File: src/rtl/seq101_pattern_tx.sv
// Serial pattern transmitter: shifts a loaded word out MSB-first, repeated load_reps times,
// while tracking the hits a frame-aligned, non-overlapping 101 Mealy detector should report.
module seq101_pattern_tx #(
  parameter int WIDTH = 16,
  parameter int CNT_W = 8,
  parameter int HIT_W = 16
) (
  input  logic             clk,
  input  logic             rst,
  input  logic             load_valid,
  output logic             load_ready,
  input  logic [WIDTH-1:0] load_data,
  input  logic [CNT_W-1:0] load_reps,
  input  logic             bit_ready,
  output logic             data_out,
  output logic             data_valid,
  output logic             last_bit,
  output logic             busy,
  output logic             frame_done,
  output logic [HIT_W-1:0] exp_hits
);

  localparam int IDX_W = (WIDTH > 1) ? $clog2(WIDTH) : 1;

  typedef enum logic [1:0] {IDLE, SHIFT, DONE} state_t;
  typedef enum logic [1:0] {M0, M1, M2} mirror_t;

  state_t           state, state_nxt;
  mirror_t          mirror, mirror_nxt;
  logic [WIDTH-1:0] pat_reg;
  logic [WIDTH-1:0] shift_reg;
  logic [IDX_W-1:0] bit_idx;
  logic [CNT_W-1:0] reps_reg;
  logic             accept;
  logic             xfer;
  logic             at_bit0;
  logic             last_copy;
  logic             hit;

  assign accept    = load_valid && (state == IDLE);
  assign xfer      = (state == SHIFT) && data_valid && bit_ready;
  assign at_bit0   = (bit_idx == '0);
  assign last_copy = (reps_reg == CNT_W'(1));

  always_ff @(posedge clk or negedge rst) begin
    if (!rst) state <= IDLE;
    else      state <= state_nxt;
  end

  always_comb begin
    state_nxt = state;
    case (state)
      IDLE: begin
        if (accept) state_nxt = (load_reps != '0) ? SHIFT : DONE;
      end
      SHIFT: begin
        if (xfer && at_bit0 && last_copy) state_nxt = DONE;
      end
      DONE:    state_nxt = IDLE;
      default: state_nxt = IDLE;
    endcase
  end

  always_comb begin
    load_ready = (state == IDLE);
    busy       = (state != IDLE);
    frame_done = (state == DONE);
    last_bit   = data_valid && last_copy && at_bit0;
  end

  // shift_reg[WIDTH-1] always mirrors data_out; the next bit is read one position below it
  always_ff @(posedge clk or negedge rst) begin
    if (!rst) begin
      pat_reg    <= '0;
      shift_reg  <= '0;
      bit_idx    <= '0;
      reps_reg   <= '0;
      data_out   <= 1'b0;
      data_valid <= 1'b0;
    end else if (accept) begin
      pat_reg    <= load_data;
      shift_reg  <= load_data;
      bit_idx    <= IDX_W'(WIDTH - 1);
      reps_reg   <= load_reps;
      data_valid <= (load_reps != '0);
      data_out   <= (load_reps != '0) ? load_data[WIDTH-1] : 1'b0;
    end else if (xfer) begin
      if (!at_bit0) begin
        shift_reg <= shift_reg << 1;
        data_out  <= shift_reg[WIDTH-2];
        bit_idx   <= bit_idx - IDX_W'(1);
      end else if (!last_copy) begin
        shift_reg <= pat_reg;
        data_out  <= pat_reg[WIDTH-1];
        bit_idx   <= IDX_W'(WIDTH - 1);
        reps_reg  <= reps_reg - CNT_W'(1);
      end else begin
        reps_reg   <= reps_reg - CNT_W'(1);
        data_out   <= 1'b0;
        data_valid <= 1'b0;
      end
    end else if (state == DONE) begin
      data_out   <= 1'b0;
      data_valid <= 1'b0;
    end
  end

  always_comb begin
    mirror_nxt = mirror;
    hit        = 1'b0;
    if (xfer) begin
      case (mirror)
        M0:      mirror_nxt = data_out ? M1 : M0;
        M1:      mirror_nxt = data_out ? M1 : M2;
        M2: begin
          mirror_nxt = M0;
          hit        = data_out;
        end
        default: mirror_nxt = M0;
      endcase
    end
  end

  always_ff @(posedge clk or negedge rst) begin
    if (!rst) begin
      mirror   <= M0;
      exp_hits <= '0;
    end else if (accept) begin
      mirror   <= M0;
      exp_hits <= '0;
    end else begin
      mirror <= mirror_nxt;
      if (hit && (exp_hits != '1)) exp_hits <= exp_hits + HIT_W'(1);
    end
  end

endmodule

File: config.mk
export PLATFORM = sky130hd
export DESIGN_NAME = seq101_pattern_tx
export DESIGN_NICKNAME = d
export VERILOG_FILES = /design/src/rtl/seq101_pattern_tx.sv
export SDC_FILE = /design/constraint.sdc
export NUM_CORES = 1
export LEC_CHECK = 0
export ABC_CLOCK_PERIOD_IN_PS = 4700
export CAP_MARGIN = 20
export CORE_UTILIZATION = 55
export DETAILED_ROUTE_END_ITERATION = 12
export GPL_TIMING_DRIVEN = 0
export PLACE_DENSITY = 0.93
export SYNTH_ARGS = -nofsm -noshare
export SYNTH_HDL_FRONTEND = slang
export SYNTH_SLANG_ARGS = --single-unit
File: constraint.sdc
create_clock -name clk -period 4.7 [get_ports clk]
set_input_delay 0.47 -clock clk [delete_from_list [all_inputs] [get_ports clk]]
set_output_delay 0.47 -clock clk [all_outputs]
set_load 0.05 [all_outputs]
==> results.toml, run 1 <==
[critical_path]
slowest_delay_ns = 0.79
crit_family = "buffers and inverters"
crit_type = "reg -> out"
cp.arrival_ns = 3.29
worstSetupStartpointType = "register"
worstPathRequired_ns = 4.23
worst_r2r_endpoint = "shift_reg[12]"
r2r_start = "bit_idx[0]"
r2r_setup_slack_ns = 2.19
critical_path_buf_inv_count = 3
r2r_cells = 7
crit_fanout = 10
critPathSlowestCell = "clkdlybuf4s50_1"
path_cells = "inv_1, ha_1, nor3b_2, clkbuf_1, and4_1, and2_1, clkdlybuf4s50_1"
endpoint_kind = "output port"

[logic_synthesis]
synth_edf_count = 0
synth_cells = 351
async_flop_share = 1.00
syn-cell-area_um2 = 3430
avgSynthCellArea_um2 = 9.79
ys.flop_type = "dfrtp_1"
syn-num-nets = 383
netlist-cell-type-count = 53
yosysSeqAreaShare = 0.474
yosysWarnings = 0
synth-seq-cells = 65

[place]
port-buffer-count = 49
placed_cells = 475
dp_hpwl_um = 5430
gp_congestion = 0.822

[route]
finalWirelength_um = 7830
first_iter_violations = 206
postRouteAntennaNets = 0
dr.pass1.iters = 5
wl_per_cell_um = 16.0
via_per_inst = 6.01
vias = 2947
drc_errors = 0

[global_routing]
grt_pass1_wl_um = 13500
overflow = 0
grt_antenna_before_repair = 0
grt_max_degree = 66
grt_usage = 0.273
grt_pass1_vias = 2915

[floorplanning]
core_um2 = 5960
die_w_um = 81.0
fp-row-count = 28
die_h_um = 81.0
start_util = 0.577
boundaryPins = 50
dieArea_um2 = 6560

[clock_tree]
clk-insertion-delay-late_ns = 0.35
cts_inserted_buffers = 9
path_clk_slew_ns = 0.07
cts_hold_buffers = 0
cts_root_buf = "clkbuf_8"
cts_buffer_depth = 2
cts_tree = "done"
htree_levels = 3
post_cts_resized = 0
clock_sinks = 65
post_cts_buffers = 0

[timing]
skew_ns = 0.00783
rsz0062_at_grt = "no"
min_period_ns = 3.76
max_freq_mhz = 266
drv_slew = 0
relSlewSlack = 0.460
fin_tns_setup_ns = 0
hold_viol = 0
finalCritPeriodShare = 0.799
setup_viol = 0
worstMarginPinSlew_ns = 0.811

[pwr]
irDropWorstVdd_v = 0.000306
p_leak_nw = 1.76
p_per_area_nw_per_um2 = 443

[outcome]
status = "finished, final reports clean"

[cells_and_area]
layout_common_cells = "nand2_1 (78), dfrtp_1 (65), clkdlybuf4s50_1 (48), o21ai_0 (25), mux2i_1 (22)"
fillers = 472
final_common_cell = "nand2_1"
final_cells = 490
synthToLayoutAreaGrowth_pct = 22.1
utilization = 0.704
nNetsFinal = 443
final_layout_size_suffix_gt1_frac = 0.130
diodes = 0

[job]
drv_cap = 0

[worst_hold_path]
worstHoldPathType = "in -> async"
where the power goes:
part / total, W / leakage [nW] / switching [W] / internal, W
clock network: 0.000447 / 0.0929 / 0.000207 / 0.000240
registers: 0.000873 / 0.826 / 0.000138 / 0.000735
logic: 0.000537 / 0.843 / 0.000289 / 0.000248
total: 0.00186 / 1.76 / 0.000635 / 0.00122
cell usage after synthesis (all sizes together) (2+ instances only):
cell type | n | area (um2)
nor3b | 2 | 25.0
nand3 | 10 | 50.1
inv | 10 | 37.5
nor2 | 14 | 55.1
nand2 | 78 | 293
xor2 | 3 | 26.3
mux2i | 22 | 220
o31ai | 3 | 22.5
nor2b | 2 | 12.5
nor4 | 6 | 58.8
o311ai | 3 | 26.3
or4 | 8 | 63.8
a211oi | 3 | 22.5
dfrtp | 65 | 1630
o21ai | 25 | 125
mux2 | 15 | 169
clkbuf | 10 | 37.5
buf | 7 | 48.8
nor3 | 4 | 20.0
a21oi | 9 | 45.0
a32o | 2 | 20.0
or2 | 6 | 37.5
nand4 | 8 | 50.1
or3 | 4 | 25.0
a31oi | 3 | 18.8
ha | 4 | 50.1
o41ai | 3 | 26.3
o211ai | 2 | 15.0
nand3b | 2 | 15.0
or3b | 2 | 17.5
stage by stage:
stage               worst slack, ns  hold slack [ns]  area, um2  total power, W
finish                        0.945            0.204       4190         0.00186
global route                  0.731            0.263       4190         0.00198
CTS                           0.959            0.238       4190         0.00186
detailed placement             1.35            0.463       4020         0.00141
global placement               1.08            0.457       4020         0.00137
floorplan                      2.22            0.174       3430         0.00124
worst max-delay path by stage:
stage,cells after the start,endpoint,slack (ns),from
6_report,7,last_bit,0.94,bit_idx[0]
5_1_grt,7,last_bit,0.73,bit_idx[0]
4_1_cts,7,last_bit,0.96,bit_idx[0]
3_5_place_dp,7,last_bit,1.35,bit_idx[0]
3_3_place_gp,1,pat_reg[7],1.08,rst
2_1_floorplan,6,last_bit,2.22,bit_idx[0]
cell type report:
cell class	count	area, um2	area share
multi-input combinational	259	1680	0.402
sequential	65	1630	0.388
timing repair buffer	49	488	0.116
clock buffer	11	131	0.0313
tap	75	93.8	0.0224
buffer	17	86.3	0.0206
clock inverter	4	45.0	0.0107
inverter	10	37.5	0.00895
routing by layer:
layer / global-route usage / share of wire / up-vias
met5: 0 / 0 / -
met4: 0.111 / 0.015 / 0
met3: 0.0528 / 0.049 / 10
met2: 0.453 / 0.49 / 107
met1: 0.349 / 0.44 / 1445
li1: - / - / 1385
kinds of logic (layout without fill, tap and decap cells):
| family | after synthesis | after routing | synth area share |
|---|---|---|---|
| compound gates | 61 | 61 | 0.118 |
| xor+xnor | 4 | 4 | 0.0102 |
| buf+inv | 27 | 91 | 0.0361 |
| fa+ha+maj | 4 | 4 | 0.0146 |
| flops | 65 | 65 | 0.474 |
| simple gates | 153 | 153 | 0.235 |
| mux | 37 | 37 | 0.113 |
Power figures use the tool's default switching activity.
==> inputs of run 2 (changes only) <==
Settings changed: ABC_CLOCK_PERIOD_IN_PS 4700 to 3900, CORE_UTILIZATION 55 to 54, PLACE_DENSITY 0.93 to 0.91.
Clock period 4.7 ns to 3.9 ns, I/O delays scaled along.
==> run 2 against run 1 <==
Compared with the run above:
- sequential share of layout area barely moved
- highest routed layer unchanged
- routed wire length rose by 1.2%
- cell count rose by 0.20%
- critical path type unchanged
- largest power group unchanged
==> results.toml, run 2 (synthesis gave the netlist of run 1 again) <==
[outcome]
status = "finished, final reports clean"

[global_routing]
grt_antenna_before_repair = 0
grt_max_degree = 66
grt_pass1_vias = 2901
grt_pass1_wl_um = 13100
overflow = 0
grt_usage = 0.263

[cells_and_area]
fillers = 469
nNetsFinal = 443
final_layout_size_suffix_gt1_frac = 0.132
regArea_um2 = 1630
diodes = 0
final_common_cell = "nand2_1"
synthToLayoutAreaGrowth_pct = 22.0
layout_common_cells = "nand2_1 (78), dfrtp_1 (65), clkdlybuf4s50_1 (48), o21ai_0 (25), mux2i_1 (22)"
multi_input_area_um2 = 1680

[clock_tree]
clock_sinks = 65
cts_inserted_buffers = 9
cts_tree = "done"
cts_root_buf = "clkbuf_8"
htree_levels = 3
clk-insertion-delay-late_ns = 0.34
cts_hold_buffers = 0
post_cts_buffers = 0
cts_buffer_depth = 2
path_clk_slew_ns = 0.07
post_cts_resized = 0

[floorplanning]
die_w_um = 81.8
dieArea_um2 = 6680
fp-row-count = 28
die_h_um = 81.8
core_um2 = 6030
boundaryPins = 50
start_util = 0.570

[place]
gp_congestion = 0.826
port-buffer-count = 49
dp_hpwl_um = 5410

[timing]
relSlewSlack = 0.462
rsz0062_at_grt = "no"
min_period_ns = 3.63
fin_tns_setup_ns = 0
skew_ns = 0.00876
hold_viol = 0
setup_viol = 0
max_freq_mhz = 276
drv_slew = 0
finalCritPeriodShare = 0.930
worstMarginPinSlew_ns = 0.807
holdWs_ns = 0.150

[worst_hold_path]
worstHoldPathType = "in -> async"

[critical_path]
cp.arrival_ns = 3.24
r2r_cells = 7
crit_type = "reg -> out"
worstPathRequired_ns = 3.51
worstSetupStartpointType = "register"
crit_fanout = 10
endpoint_kind = "output port"

[route]
first_iter_violations = 244
via_per_inst = 6.02
drc_errors = 0
postRouteAntennaNets = 0
dr.pass1.iters = 5
vias = 2955
finalWirelength_um = 7920
wl_per_cell_um = 16.1

[pwr]
p_per_area_nw_per_um2 = 526
p_leak_nw = 1.75
irDropWorstVdd_v = 0.000395

[job]
drv_cap = 0
-- run 2: worst max-delay path, cell delays in order, from the launching register on --
cell and delay [ns]:
dfrtp_1 0.42, inv_1 0.08, ha_1 0.20, nor3b_2 0.47
clkbuf_1 0.48, and4_1 0.31, and2_1 0.13, clkdlybuf4s50_1 0.79
-- run 2: layout make-up --
cell class / instances / share of cell area
multi-input combinational: 259 / 0.402
sequential: 65 / 0.388
timing repair buffer: 49 / 0.116
clock buffer: 12 / 0.0346
tap: 75 / 0.0224
buffer: 17 / 0.0206
inverter: 10 / 0.00896
clock inverter: 4 / 0.00687
-- run 2: worst paths after layout --
path,slack [ns],endpoint,startpoint
min reg2reg,0.48,pat_reg[13],pat_reg[13]
min,0.15,exp_hits[7],rst
max in group asynchronous,3.24,exp_hits[4],rst
max,0.27,last_bit,bit_idx[0]
min in group clk,0.48,pat_reg[13],pat_reg[13]
max reg2reg,1.44,shift_reg[1],bit_idx[0]
-- run 2: where the power goes --
| group | switching (W) | internal (W) | leakage [nW] |
|---|---|---|---|
| Clock | 0.000261 | 0.000248 | 0.0826 |
| Combinational | 0.000343 | 0.000299 | 0.843 |
| Sequential | 0.000168 | 0.000885 | 0.826 |
| Total | 0.000771 | 0.00143 | 1.75 |
-- run 2: per-layer routing --
metal	vias to the layer above	share of wire	GRT usage
met1	1403	0.42	0.322
li1	1397	-	-
met5	-	0	0
met3	14	0.070	0.0822
met4	0	0.016	0.109
met2	141	0.49	0.428
-- run 2: through the flow --
stage	setup slack [ns]	cell area [um2]	power (W)	cells	util
2_1_floorplan	1.50	3430	0.00149	351	-
6_report	0.273	4190	0.00220	491	0.695
3_3_place_gp	0.357	4020	0.00165	475	0.667
4_1_cts	0.289	4190	0.00221	491	0.695
5_1_grt	0.0813	4190	0.00235	491	0.695
3_5_place_dp	0.672	4020	0.00170	475	0.667
